$ cat src/rtl/hex_pkg.sv
// Shared constants and FSM state type for the multiplexed hex display scanner.
package hex_pkg;

  localparam logic [31:0] DIGIT_OFF_N = '1;
  localparam logic [3:0]  NIB_BLANK   = 4'h0;

  typedef enum logic {
    IDLE = 1'b0,
    SCAN = 1'b1
  } scan_state_e;

endpackage

$ cat src/rtl/scan_tick.sv
// Prescale counter: wraps every PRESCALE enabled cycles and flags the last one as tick_o.
module scan_tick #(
  parameter int unsigned PRESCALE = 4
) (
  input  logic clk_i,
  input  logic rst_i,
  input  logic en_i,
  input  logic clr_i,
  output logic tick_o
);

  localparam int unsigned    CntW   = (PRESCALE > 1) ? $clog2(PRESCALE) : 1;
  localparam logic [CntW-1:0] CntMax = CntW'(PRESCALE - 1);

  logic [CntW-1:0] cnt_q, cnt_d;

  assign tick_o = en_i && (cnt_q == CntMax);

  always_comb begin
    cnt_d = cnt_q;
    if (clr_i) begin
      cnt_d = '0;
    end else if (en_i) begin
      cnt_d = tick_o ? '0 : cnt_q + CntW'(1);
    end
  end

  always_ff @(posedge clk_i or posedge rst_i) begin
    if (rst_i) begin
      cnt_q <= '0;
    end else begin
      cnt_q <= cnt_d;
    end
  end

endmodule

$ cat src/rtl/hex_scan_ctrl.sv
// Round-robin two-requester arbiter that latches the winner's value and scans it across
// common-anode digits, one digit every PRESCALE cycles.
module hex_scan_ctrl #(
  parameter int unsigned PRESCALE = 4,
  parameter int unsigned NDIG     = 4
) (
  input  logic              clk,
  input  logic              reset,
  input  logic              req_a,
  input  logic [4*NDIG-1:0] data_a,
  input  logic              req_b,
  input  logic [4*NDIG-1:0] data_b,
  output logic              grant_a,
  output logic              grant_b,
  output logic [3:0]        nib,
  output logic [NDIG-1:0]   digit_en_n,
  output logic              frame_done
);
  import hex_pkg::*;

  localparam int unsigned DW = (NDIG > 1) ? $clog2(NDIG) : 1;

  scan_state_e       state_q, state_d;
  logic              grant_a_q, grant_a_d;
  logic              grant_b_q, grant_b_d;
  logic              prio_b_q, prio_b_d;  // set when A was served last
  logic [4*NDIG-1:0] shadow_q, shadow_d;
  logic [DW-1:0]     d_q, d_d;
  logic [3:0]        nib_q, nib_d;
  logic [NDIG-1:0]   den_q, den_d;

  logic tick, frame_end, arb, win_a, win_b;

  scan_tick #(
    .PRESCALE(PRESCALE)
  ) u_scan_tick (
    .clk_i (clk),
    .rst_i (reset),
    .en_i  (state_q == SCAN),
    .clr_i (arb),
    .tick_o(tick)
  );

  assign frame_end = (state_q == SCAN) && tick && (d_q == DW'(NDIG - 1));
  assign arb       = (state_q == IDLE) || frame_end;
  assign win_a     = req_a && (!req_b || !prio_b_q);
  assign win_b     = req_b && (!req_a || prio_b_q);

  always_comb begin
    state_d   = state_q;
    grant_a_d = grant_a_q;
    grant_b_d = grant_b_q;
    prio_b_d  = prio_b_q;
    shadow_d  = shadow_q;
    d_d       = d_q;

    if (arb) begin
      d_d = '0;
      if (win_a) begin
        state_d   = SCAN;
        grant_a_d = 1'b1;
        grant_b_d = 1'b0;
        prio_b_d  = 1'b1;
        shadow_d  = data_a;
      end else if (win_b) begin
        state_d   = SCAN;
        grant_a_d = 1'b0;
        grant_b_d = 1'b1;
        prio_b_d  = 1'b0;
        shadow_d  = data_b;
      end else begin
        state_d   = IDLE;
        grant_a_d = 1'b0;
        grant_b_d = 1'b0;
      end
    end else if (tick) begin
      d_d = d_q + DW'(1);
    end

    // Outputs are registered from next-state values so they change on the same edge as d.
    if (state_d == SCAN) begin
      nib_d = shadow_d[4*int'(d_d) +: 4];
      den_d = ~(NDIG'(1) << d_d);
    end else begin
      nib_d = NIB_BLANK;
      den_d = DIGIT_OFF_N[NDIG-1:0];
    end
  end

  always_ff @(posedge clk or posedge reset) begin
    if (reset) begin
      state_q   <= IDLE;
      grant_a_q <= 1'b0;
      grant_b_q <= 1'b0;
      prio_b_q  <= 1'b0;
      shadow_q  <= '0;
      d_q       <= '0;
      nib_q     <= NIB_BLANK;
      den_q     <= DIGIT_OFF_N[NDIG-1:0];
    end else begin
      state_q   <= state_d;
      grant_a_q <= grant_a_d;
      grant_b_q <= grant_b_d;
      prio_b_q  <= prio_b_d;
      shadow_q  <= shadow_d;
      d_q       <= d_d;
      nib_q     <= nib_d;
      den_q     <= den_d;
    end
  end

  assign grant_a    = grant_a_q;
  assign grant_b    = grant_b_q;
  assign nib        = nib_q;
  assign digit_en_n = den_q;
  assign frame_done = frame_end;

endmodule

$ cat config.mk
export PLATFORM = sky130hd
export DESIGN_NAME = hex_scan_ctrl
export DESIGN_NICKNAME = d
export VERILOG_FILES = /design/src/rtl/hex_pkg.sv /design/src/rtl/scan_tick.sv /design/src/rtl/hex_scan_ctrl.sv
export SDC_FILE = /design/constraint.sdc
export NUM_CORES = 1
export LEC_CHECK = 0
export CAP_MARGIN = 10
export CELL_PAD_IN_SITES_DETAIL_PLACEMENT = 0
export CELL_PAD_IN_SITES_GLOBAL_PLACEMENT = 1
export CORE_MARGIN = 3
export CORE_UTILIZATION = 40
export CTS_BUF_LIST = sky130_fd_sc_hd__clkbuf_8
export CTS_CLUSTER_DIAMETER = 60
export DETAILED_ROUTE_END_ITERATION = 6
export HOLD_SLACK_MARGIN = 0.15
export PLACE_DENSITY = 0.9
export REMOVE_ABC_BUFFERS = 1
export SLEW_MARGIN = 25
export SYNTH_ARGS = -nofsm -noshare
export SYNTH_HDL_FRONTEND = slang
export SYNTH_SLANG_ARGS = --single-unit
export TNS_END_PERCENT = 20
$ cat constraint.sdc
create_clock -name clk -period 3.2 [get_ports clk]
set_input_delay 0.64 -clock clk [delete_from_list [all_inputs] [get_ports clk]]
set_output_delay 0.64 -clock clk [all_outputs]
set_load 0.1 [all_outputs]
==> results by group <==
Pwr
  • Sw Ratio: 0.4838
  • Clock power frac: 0.121
  • Sw power: 0.001115 W
  • Reg power frac: 0.305
  • IR drop worst, VDD: 0.5486 mV
  • Cell Int Power: 0.001189 W
  • P per Cell Area: 1093 nW/um^2
  • Combinational share of power: 0.574
  • Post-route total power: 0.002304 W
  • Pleak: 0.8937 nW

Cells and area
  • Antenna cells: 0
  • Layout area overhead: 33.52%
  • NumNets Final: 232
  • Layout cells sized above 1: 0.1949
  • Fillers: 336
  • Final instance area: 2108 um^2
  • Most common cell after layout, fill and taps aside: clkdlybuf4s50_1
  • Most frequent cells in the layout: 35 x clkdlybuf4s50_1, 30 x nor2_1, 28 x dfrtp_1, 12 x buf_4, 7 x nor2b_1
  • Flip-flop and latch area: 805.8 um^2
  • Area occupied by multi-input gates: 710.7 um^2

STA
  • Final hold slack: 0.4592 ns
  • RSZ-0062 raised after global routing: no
  • TNS Setup: 0 ns
  • Clk_skew: 0.01039 ns
  • Slew @ Worst Pin: 0.9351 ns
  • Final worst setup slack: 0.7681 ns
  • Endpoints failing hold: 0
  • Setup Viol. Count Final: 0
  • Max Slew Vio Count: 0
  • Crit path time final: 2.432 ns
  • Max Clk Rate: 0.4112 GHz
  • Period utilization: 0.7600
  • Relative slew slack: 0.3743

Critical path
  • CP endpoint: nib[1]
  • Critical path's most frequent cell: nor2_1
  • Launching point of the worst reg2reg path: u_scan_tick.cnt_q[0]
  • Crit. End Element: flop
  • R2R Setup Slk: 0.82 ns
  • CP required: 3.41 ns
  • CP cell instances: clkdlybuf4s50_1, nor2_1, nor2_1, nor2_1, o32ai_1, a211o_1
  • CP Max Fanout: 12
  • Slowest cell delay on critical path: 0.71 ns
  • Worst setup SP type: primary input
  • Capture point of the worst reg-to-reg path: nib[1]
  • Slowest CP cell: nor2_1
  • Critical Path Source: req_a
  • Cells on worst reg2reg path: 6
  • Critical path class: in -> reg
  • Crit path DAT: 2.65 ns

Routing
  • DRT iter0 DRCs: 50
  • # DRC: 0
  • Vias per inst: 5.144
  • Final wirelength: 3.671 mm
  • Pre-antenna DRT Iters: 4
  • ANT nets after route: 0
  • Via count: 1250
  • Routed WL per cell: 15.11 um

GRT
  • Gr usage total: 0.1704
  • Number of global-route vias before repair: 1252
  • Largest net degree at the start of global routing: 33
  • Initial antenna violation count: 0
  • First-pass GRT wire length: 5.899 mm
  • Overflow after GRT: 0

Synth
  • Synth async-reset ratio: 1.000
  • Number of synthesized flops with an enable pin: 0
  • Post-synthesis register bit count: 32
  • Sequential share of the synthesized area: 0.5103
  • Synth cell types: 36
  • Avg Cell Area, Syn: 10.82 um^2
  • Synthesized instance count: 146
  • Synthesized area: 1579 um^2
  • Cell taking the most area after synthesis: dfrtp_1
  • Synth top area share: 0.4437
  • Main area contributors after synthesis: dfrtp_1 44%, nor2_1 7.1%, dfstp_2 6.7%
  • Most used flip-flop cell after synthesis: dfrtp_1
  • Synth warnings: 0

Clocking
  • Post-cts resize count: 0
  • H-tree depth: 2
  • Clk sinks: 32
  • CTS Buf Count: 5
  • Hold Buf Count CTS: 0
  • CTS tree: done
  • Clock-pin slew on the worst setup and hold paths: 0.06 ns
  • Max clock buf depth: 2
  • Post-CTS setup buffer count: 0
  • Clock latency on the worst-skew pair: 0.28 ns
  • Root Driver: clkbuf_8

Placed design
  • Placed Area: 2028 um^2
  • Dpl ws: 0.4863 ns
  • Routability cong.: 0.7690
  • Input/output buffers: 46
  • DP Wirelength: 2.675 mm

Min path
  • Worst hold-check path type: reg -> reg

Floorplan
  • Die area: 4738 um^2
  • Num rows: 22
  • Top Ports: 47
  • Placeable Area: 3744 um^2
  • Die height: 68.83 um
  • Die W: 68.83 um
  • Initial Utilization: 0.4218

Flow run
  • Max-cap violations: 0

Outcome
  • Status: complete, no violations
metal layers:
layer,up-vias,track usage,wire length (um)
met5,-,0,0
met4,0,0.05109,27
met3,5,0.04538,270
met2,43,0.2586,1578
met1,584,0.2384,1795
li1,618,-,-
flip-flops by register name, indices dropped and copies added (netlist names):
register and flops:
d_q 2, digit_en_n 4, grant_a 1, grant_b 1, nib 4, prio_b_q 1
shadow_q 16, state_q 1, u_scan_tick.cnt_q 2
power by group through the flow:
stage / clock (W) / combinational, W / sequential (W)
floorplan: 0 / 0.000598 / 0.00113
global placement: 0 / 0.00130 / 0.000700
detailed placement: 0 / 0.00132 / 0.000707
CTS: 0.000285 / 0.00133 / 0.000702
global route: 0.000311 / 0.00143 / 0.000722
finish: 0.000279 / 0.00132 / 0.000702
Yosys cell counts, types with 2 or more instances:
cell       n
dfrtp_1   28
ha_1       2
buf_6      3
o32ai_1    4
a21oi_1    4
buf_2      2
o21a_1     4
a211oi_1   4
nor3b_1    3
nor2_1    30
o21ai_2    3
nor2b_1    7
a211o_1    3
inv_1      3
nand2_1    6
nand2b_1   2
o22ai_1    5
o22ai_2    6
nor3_1     6
nand3_4    2
dfstp_2    4
critical path, delay by kind of cell:
kind	cells	cell delay [ns]
compound gates	2	0.46
simple gates	3	0.96
buf+inv	1	0.59
worst min-delay path by stage:
stage                     depth (start not counted)                  from              endpoint
after global placement                            1  u_scan_tick.cnt_q[0]  u_scan_tick.cnt_q[0]
after CTS                                         1  u_scan_tick.cnt_q[0]  u_scan_tick.cnt_q[0]
after floorplan                                   1  u_scan_tick.cnt_q[0]  u_scan_tick.cnt_q[0]
after detailed placement                          1  u_scan_tick.cnt_q[0]  u_scan_tick.cnt_q[0]
final                                             1  u_scan_tick.cnt_q[0]  u_scan_tick.cnt_q[0]
after global routing                              1  u_scan_tick.cnt_q[0]  u_scan_tick.cnt_q[0]
cell type report:
class,count,share of cell area
Timing Repair Buffer,47,0.2089
Sequential cell,32,0.3822
Clock buffer,5,0.03264
Inverter,3,0.005341
Tap cell,48,0.02849
Multi-Input combinational cell,105,0.3371
Clock inverter,3,0.005341
cell families (layout without fill, tap and decap cells):
logic type      after synthesis  after routing  share of synthesized area
simple gates                 62             62                     0.2029
compound gates               40             40                     0.2251
flops                        32             32                     0.5103
buf+inv                       9             58                    0.03962
fa+ha+maj                     2              2                    0.01585
mux                           1              1                   0.006339
through the flow:
| step | std cells | util |
|---|---|---|
| detailed placement | 235 | 0.5418 |
| floorplan | 140 | - |
| global placement | 235 | 0.5418 |
| global route | 243 | 0.5632 |
| CTS | 243 | 0.5632 |
| finish | 243 | 0.5632 |
Power figures use the tool's default switching activity.
